**src/rtl/i2c_temp_reader.sv**
```systemverilog
// i2c_temp_reader: I2C master that reads one temperature sample per request.
// Each transaction writes the register pointer, issues a repeated START and
// reads two bytes. The upper BIT_WIDTH bits of {MSB,LSB} are then presented
// on temp.
//
// Ports:
//   clk        system clock
//   rst        asynchronous active-high reset
//   start      request a read (sampled only in IDLE)
//   busy       transaction in progress
//   temp       last successfully read sample
//   temp_valid one-cycle pulse when temp updates
//   ack_err    one-cycle pulse when a transaction aborts on a slave NACK
//   scl        SCL, push-pull
//   sda_oe     1 pulls SDA low, 0 releases it
//   sda_i      synchronised SDA line level
module i2c_temp_reader #(
  parameter int unsigned CLK_DIV   = 25,
  parameter logic [6:0]  DEV_ADDR  = 7'h48,
  parameter logic [7:0]  REG_ADDR  = 8'h00,
  parameter int unsigned BIT_WIDTH = 12
) (
  input  logic                 clk,
  input  logic                 rst,
  input  logic                 start,
  output logic                 busy,
  output logic [BIT_WIDTH-1:0] temp,
  output logic                 temp_valid,
  output logic                 ack_err,
  output logic                 scl,
  output logic                 sda_oe,
  input  logic                 sda_i
);

  localparam int unsigned CW = (CLK_DIV > 1) ? $clog2(CLK_DIV) : 1;

  typedef enum logic [3:0] {
    IDLE, START, WR_ADDR, WR_REG, RSTART, RD_ADDR, RD_MSB, RD_LSB, STOP, DONE
  } state_t;

  state_t        state, state_n;
  logic [CW-1:0] qcnt;
  logic [1:0]    quarter;
  logic [3:0]    bitn;
  logic [15:0]   shreg;
  logic          nack, err, err_n;
  logic          hold;      // SDA level at Q3 of the previous symbol
  logic          tick, sym_end, is_byte, sample;
  logic [7:0]    tx_byte;
  logic          drive_bit;

  always_comb begin
    tick    = (qcnt == CW'(CLK_DIV - 1));
    sym_end = tick && (quarter == 2'd3);
    is_byte = state inside {WR_ADDR, WR_REG, RD_ADDR, RD_MSB, RD_LSB};
    sample  = is_byte && tick && (quarter == 2'd2);
  end

  // Next state
  always_comb begin
    state_n = state;
    err_n   = err;
    case (state)
      IDLE:    if (start) begin
                 state_n = START;
                 err_n   = 1'b0;
               end
      START:   if (sym_end) state_n = WR_ADDR;
      WR_ADDR: if (sym_end && bitn == 4'd8) begin
                 if (nack) begin
                   state_n = STOP;
                   err_n   = 1'b1;
                 end else begin
                   state_n = WR_REG;
                 end
               end
      WR_REG:  if (sym_end && bitn == 4'd8) begin
                 if (nack) begin
                   state_n = STOP;
                   err_n   = 1'b1;
                 end else begin
                   state_n = RSTART;
                 end
               end
      RSTART:  if (sym_end) state_n = RD_ADDR;
      RD_ADDR: if (sym_end && bitn == 4'd8) begin
                 if (nack) begin
                   state_n = STOP;
                   err_n   = 1'b1;
                 end else begin
                   state_n = RD_MSB;
                 end
               end
      RD_MSB:  if (sym_end && bitn == 4'd8) state_n = RD_LSB;
      RD_LSB:  if (sym_end && bitn == 4'd8) state_n = STOP;
      STOP:    if (sym_end) state_n = DONE;
      DONE:    state_n = IDLE;
      default: state_n = IDLE;
    endcase
  end

  // Bus outputs and status
  always_comb begin
    tx_byte   = '0;
    drive_bit = 1'b0;
    scl       = 1'b1;
    sda_oe    = 1'b0;
    case (state)
      WR_ADDR: tx_byte = {DEV_ADDR, 1'b0};
      WR_REG:  tx_byte = REG_ADDR;
      RD_ADDR: tx_byte = {DEV_ADDR, 1'b1};
      default: tx_byte = '0;
    endcase
    case (state)
      WR_ADDR, WR_REG, RD_ADDR: drive_bit = (bitn != 4'd8) && !tx_byte[~bitn[2:0]];
      RD_MSB:                   drive_bit = (bitn == 4'd8);
      default:                  drive_bit = 1'b0;
    endcase
    case (state)
      START: begin
        scl    = 1'b1;
        sda_oe = quarter[1];
      end
      RSTART: begin
        scl    = (quarter != 2'd0);
        sda_oe = quarter[1];
      end
      STOP: begin
        scl    = (quarter != 2'd0);
        sda_oe = !quarter[1];
      end
      WR_ADDR, WR_REG, RD_ADDR, RD_MSB, RD_LSB: begin
        scl    = quarter[1];
        sda_oe = (quarter == 2'd0) ? hold : drive_bit;
      end
      default: begin
        scl    = 1'b1;
        sda_oe = 1'b0;
      end
    endcase
    busy       = (state != IDLE) && (state != DONE);
    temp_valid = (state == DONE) && !err;
    ack_err    = (state == DONE) && err;
  end

  always_ff @(posedge clk or posedge rst) begin
    if (rst) begin
      state   <= IDLE;
      qcnt    <= '0;
      quarter <= '0;
      bitn    <= '0;
      shreg   <= '0;
      nack    <= 1'b0;
      err     <= 1'b0;
      hold    <= 1'b0;
      temp    <= '0;
    end else begin
      state <= state_n;
      err   <= err_n;
      if (state == IDLE || state == DONE) begin
        qcnt    <= '0;
        quarter <= '0;
        bitn    <= '0;
        hold    <= 1'b0;
      end else if (tick) begin
        qcnt    <= '0;
        quarter <= quarter + 2'd1;
        if (quarter == 2'd3) begin
          // Carry SDA across the symbol boundary so Q0 keeps the old bit
          hold <= sda_oe;
          bitn <= (is_byte && bitn != 4'd8) ? bitn + 4'd1 : '0;
        end
      end else begin
        qcnt <= qcnt + 1'b1;
      end
      if (sample) begin
        if (bitn == 4'd8) begin
          nack <= sda_i;
        end else if (state inside {RD_MSB, RD_LSB}) begin
          shreg <= {shreg[14:0], sda_i};
        end
      end
      if (state == STOP && sym_end && !err) begin
        temp <= shreg[15 -: BIT_WIDTH];
      end
    end
  end

endmodule
```
**config.mk**
```make
export PLATFORM = sky130hd
export DESIGN_NAME = i2c_temp_reader
export DESIGN_NICKNAME = d
export VERILOG_FILES = /design/src/rtl/i2c_temp_reader.sv
export SDC_FILE = /design/constraint.sdc
export NUM_CORES = 1
export LEC_CHECK = 0
export CAP_MARGIN = 30
export CORE_MARGIN = 8
export CORE_UTILIZATION = 60
export DETAILED_ROUTE_END_ITERATION = 10
export PLACE_DENSITY = 0.82
export SETUP_SLACK_MARGIN = 0.5
export SLEW_MARGIN = 20
export SYNTH_ARGS = -nofsm -noshare
export SYNTH_HDL_FRONTEND = slang
export SYNTH_SLANG_ARGS = --single-unit
```
**constraint.sdc**
```tcl
create_clock -name clk -period 5.45 [get_ports clk]
set_clock_uncertainty 0.15 [all_clocks]
set_input_delay 0.8175 -clock clk [delete_from_list [all_inputs] [get_ports clk]]
set_output_delay 0.8175 -clock clk [all_outputs]
set_load 0.05 [all_outputs]
```
* Yosys cells after proc, flatten, opt, wreduce, memory -nomap -nowiden
Index checks and enable logic that the tools add are counted.
Storage, ports and cells: register bits after elaboration 46, bits of input ports 4, output and inout bits 17, word-level logic and storage cells 109
Cells by class: $add $sub $neg 3, magnitude comparators 1, equal/unequal tests 26, multiplexer cells 35, bitwise gates (word level) 2, reduce and logical (&&, ||, !) cells 33
Operators with widths (number):
- 4-bit two-way mux | 16
- 4-bit case mux with 9 select lines | 1
- 4-bit by 3-bit equality test with 1-bit output, second input constant | 4
- 8-bit case mux with 2 select lines | 1
- 2-bit by 1-bit inequality test with 1-bit output, second input constant | 7
- 4-bit equality test, second input constant | 3
- 1-bit logical AND | 11
- 5-bit two-way mux | 2
- 2-bit nonzero test | 5
- 9-bit AND reduction | 1
- 4-bit by 2-bit equality test with 1-bit output, second input constant | 2
- 1-bit two-way mux | 8
- 2-bit inequality test, second input constant | 4
- 4-bit inequality test, second input constant | 2
- 1-bit case mux with 2 select lines | 3
- 5-bit by 1-bit adder with 5-bit output, second input constant | 1
- 5-bit equality test, second input constant | 1
- 5-bit nonzero test | 1
- 5-bit OR reduction | 1
- 4-bit by 1-bit adder with 4-bit output, second input constant | 1
- 2-bit equality test, second input constant | 2
- 4-bit by 1-bit equality test with 1-bit output, second input constant | 1
- 4-bit logical NOT | 1
- 3-bit by 4-bit less-than comparator with 1-bit output, second input constant | 1
- 15 further kinds | 20

* Logic depth before layout (Yosys ltp)
depth after elaboration 12, depth in mapped cells 10

* Least setup slack after synthesis
No wires, ideal clock.
path kind register to output, start point register state[2], end point output port sda_oe, data arrival time 2055 ps, required time 4483 ps, slack 2427 ps, stages on the path, launching flop included 5, cell sequence dfrtp_1 > clkbuf_1 > xor2_1 > a31oi_1 > o21ai_0
Between the ends: cells in the longest elaborated chain, start to end 9, elaborated cells between the ends (all ways) 19, classes of those cells 8 x eq/ne; 6 x mux; 5 x reduce/logical
RTL lines:
- from (decl) | line 41 | state_t state, state_n;
- from (signal assigned) | line 158 | state <= state_n;
- 4-bit by 3-bit equality test with 1-bit output / 4-bit by 2-bit equality test with 1-bit output (equally long branches) | line 108, 114, 119
- 8-bit case mux with 2 select lines | line 108 | case (state)
- 1-bit binary-select mux with 3-bit select | line 115 | WR_ADDR, WR_REG, RD_ADDR: drive_bit = (bitn != 4'd8) && !tx_byte[~bitn[2:0]];
- 1-bit two-way mux (not written as such) | line 115
- 1-bit logical NOT | line 115
- 1-bit logical AND | line 115
- 1-bit case mux with 2 select lines | line 114 | case (state)
- 1-bit two-way mux | line 134 | sda_oe = (quarter == 2'd0) ? hold : drive_bit;
- 1-bit case mux with 3 select lines * | line 119 | case (state)
- to (decl) | line 31 | output logic sda_oe,
Mark *: on every way between the ends. The rest lies on a longest branch, timed or not. The select of a mux whose other input is x is not followed.

* Worst setup path after layout
start point register bitn[0], end point output port sda_oe
Between the ends: cells in the longest elaborated chain, start to end 8, elaborated cells between the ends (all ways) 10, classes of those cells 2 x eq/ne; 5 x mux; 1 x bitwise; 2 x reduce/logical
RTL lines:
- from (decl) | line 44 | logic [3:0] bitn;
- from (signal assigned) | line 171 | bitn <= (is_byte && bitn != 4'd8) ? bitn + 4'd1 : '0;
- 3-bit inverter | line 115
- 1-bit binary-select mux with 3-bit select | line 115
- 1-bit two-way mux (not written as such) | line 115
- 1-bit logical NOT | line 115
- 1-bit logical AND | line 115
- 1-bit case mux with 2 select lines * | line 114
- 1-bit two-way mux * | line 134
- 1-bit case mux with 3 select lines * | line 119
Marked as above.

==> results.cfg <==
[outcome]
status = completed

[clock_tree]
worstSkewPairLatency_ns = 0.30
htreeDepth = 2
cts_sinks = 46
cts-root-buf = clkbuf_8
cts_tree = yes
cts_max_path_buffers = 2
numCtsBuffers = 5
clkTransAtPathRegs_ns = 0.08
ctsResizeCount = 0
post_cts_buffers = 0
hold_buffers = 0

[yosys]
netlist_area_sq_um = 2290
yosysSeqAreaShare = 0.502
synth_cells = 205
yosysWarnings = 0
synthesis.nets = 216
ys_ff_latch = 46
synthArstFlopShare = 1.00
ys_types = 41
synth_ff_type = dfrtp_1
synth_edf_count = 0
synth_area_per_cell_sq_um = 11.2

[routing]
routedWlPerCell_microns = 16.4
wl_met2_microns = 2250
antenna_left = 0
top_layer_used = met4
viasPerCell = 5.92
wirelength_microns = 4460
drt_pass1_iterations = 4
met3_length_microns = 238
drc_errors = 0
drtIter0Drc = 67
drt-met1-wl_microns = 1920
vias = 1610

[worst_hold_path]
worstHoldStart = qcnt[0]
holdCritPathClass = reg -> reg

[final_layout]
fin_nets = 235
antennaDiodeCount = 0
area_growth_pct = 12.6
final_layout_size_suffix_gt1_frac = 0.179
fill_cells = 247

[critical_path]
crit_fanout = 7
r2r-start = qcnt[0]
slowest_stage = clkdlybuf4s50_1
cp.required_ns = 4.48
critPathMaxStageDelay_ns = 0.85
crit_path_start_kind = flop
arrival_ns = 2.86
path_class = reg -> out
crit_buf_inv = 2
end_kind = primary output
crit_family = buffers and inverters
crit_start = bitn[0]
crit_chain = inv_1, ha_1, nand3b_1, or3_1, o211ai_1, o2111ai_1, o21ai_0, clkdlybuf4s50_1

[floorplan]
ioPinCount = 21
dieArea_sq_um = 6060
die_x_microns = 77.8
die_h_microns = 77.8
start_util = 0.627
core_area_sq_um = 3660
row_count = 22

[timing]
hold_viol_final = 0
period_needed_ns = 3.83
finalSetupViolations = 0
slew_headroom = 0.544
fmax_mhz = 261
max_slew.worst_pin.slew_ns = 0.684
rsz0062_at_grt = no
setup_tns_ns = 0
min_period_over_period = 0.703
maxSlewViolCount = 0

[place]
numPortBuffers = 20
hpwlAfterDp_microns = 3150
place_congestion = 0.820

[global_route]
grt_overflow_total = 0
grt_pass1_wl_microns = 7300
antenna_found_initial = 0
grt_max_degree = 47
grtUsageTotal = 0.148
first_global_vias = 1558

[power]
cellLeakagePower_nw = 1.22
vdd_ir_drop_max_mv = 0.134
finalPower_uw = 549
power_density_nw_per_um2 = 212

[flow_run]
max_cap_violations = 0
-- layout by cell type (no fill, tap or decap), types with 2 or more instances in the layout --
cell / synthesis / routed
inv_1: 12 / 11
mux2_4: 10 / 10
mux2_2: 18 / 18
clkdlybuf4s50_1: 0 / 20
a21o_1: 2 / 2
a21oi_1: 11 / 11
clkbuf_8: 0 / 5
o21ai_0: 7 / 7
a41oi_1: 2 / 2
nor4_1: 2 / 2
ha_1: 7 / 7
nand3b_1: 3 / 3
xnor2_1: 2 / 2
nand3_1: 4 / 4
nor2_1: 19 / 19
a31oi_1: 4 / 4
buf_4: 1 / 2
nand2_1: 12 / 12
xor2_1: 5 / 5
dfrtp_1: 46 / 46
a2bb2oi_1: 2 / 2
or3_1: 2 / 2
a32oi_1: 2 / 2
nor3_1: 4 / 4
o211ai_1: 2 / 2
nor2b_1: 4 / 4
-- stage by stage --
| stage | util | worst slack, ns | cell area [sq um] | cells | hold WS [ns] |
|---|---|---|---|---|---|
| 2_1_floorplan | - | 2.43 | 2290 | 205 | 0.300 |
| 3_3_place_gp | 0.684 | 2.13 | 2500 | 265 | 0.315 |
| 3_5_place_dp | 0.684 | 2.02 | 2500 | 265 | 0.323 |
| 4_1_cts | 0.706 | 1.63 | 2580 | 272 | 0.335 |
| 5_1_grt | 0.706 | 1.49 | 2580 | 272 | 0.358 |
| 6_report | 0.706 | 1.62 | 2580 | 272 | 0.335 |
-- cells in the mapped netlist, types with 5 or more instances --
cell type  instances  share of area
a21oi_1           11          0.024
dfrtp_1           46           0.50
ha_1               7          0.038
inv_1             12          0.020
mux2_2            18          0.088
mux2_4            10          0.065
nand2_1           12          0.020
nor2_1            19          0.031
o21ai_0            7          0.015
xor2_1             5          0.019
-- power breakdown --
part / total (mW) / switching (mW) / internal (mW)
Sequential: 0.342 / 0.000225 / 0.341
Clock: 0.197 / 0.109 / 0.0880
Combinational: 0.0100 / 0.00712 / 0.00289
-- sequential cells by signal, summed over array words and instances (netlist names) --
name	count
qcnt	5
bitn	4
err	1
state	4
hold	1
quarter	2
temp	12
shreg	16
nack	1
-- area by class of cell --
| class | count | area (sq um) | share of cell area |
|---|---|---|---|
| Timing Repair Buffer | 22 | 215 | 0.0833 |
| Tap cell | 48 | 60.1 | 0.0232 |
| Multi-Input combinational cell | 137 | 1030 | 0.400 |
| Inverter | 12 | 45.0 | 0.0174 |
| Sequential cell | 46 | 1150 | 0.445 |
| Clock buffer | 6 | 72.6 | 0.0281 |
| Clock inverter | 1 | 7.51 | 0.00290 |
-- per-layer routing --
metal | up-vias | global-route usage
met2 | 56 | 0.256
met4 | 0 | 0.0453
met1 | 799 | 0.174
li1 | 749 | -
met5 | - | 0
met3 | 6 | 0.0426
-- path summary, 6_finish.rpt --
check	depth (start not counted)	end	slack (ns)
max	8	sda_oe	1.62
min	1	qcnt[0]	0.34
max reg2reg	6	shreg[11]	2.99
min reg2reg	1	qcnt[0]	0.34
max in group asynchronous	3	shreg[14]	3.95
min in group asynchronous	3	qcnt[3]	0.81
-- cells by family (layout without fill, tap and decap cells) --
logic type | count (synthesis) | after routing | synth area share
flops | 46 | 46 | 0.502
buf+inv | 22 | 41 | 0.0480
mux | 28 | 28 | 0.154
fa+ha+maj | 7 | 7 | 0.0382
xor+xnor | 7 | 7 | 0.0267
compound gates | 35 | 35 | 0.0976
simple gates | 60 | 60 | 0.134
Power figures use the tool's default switching activity.
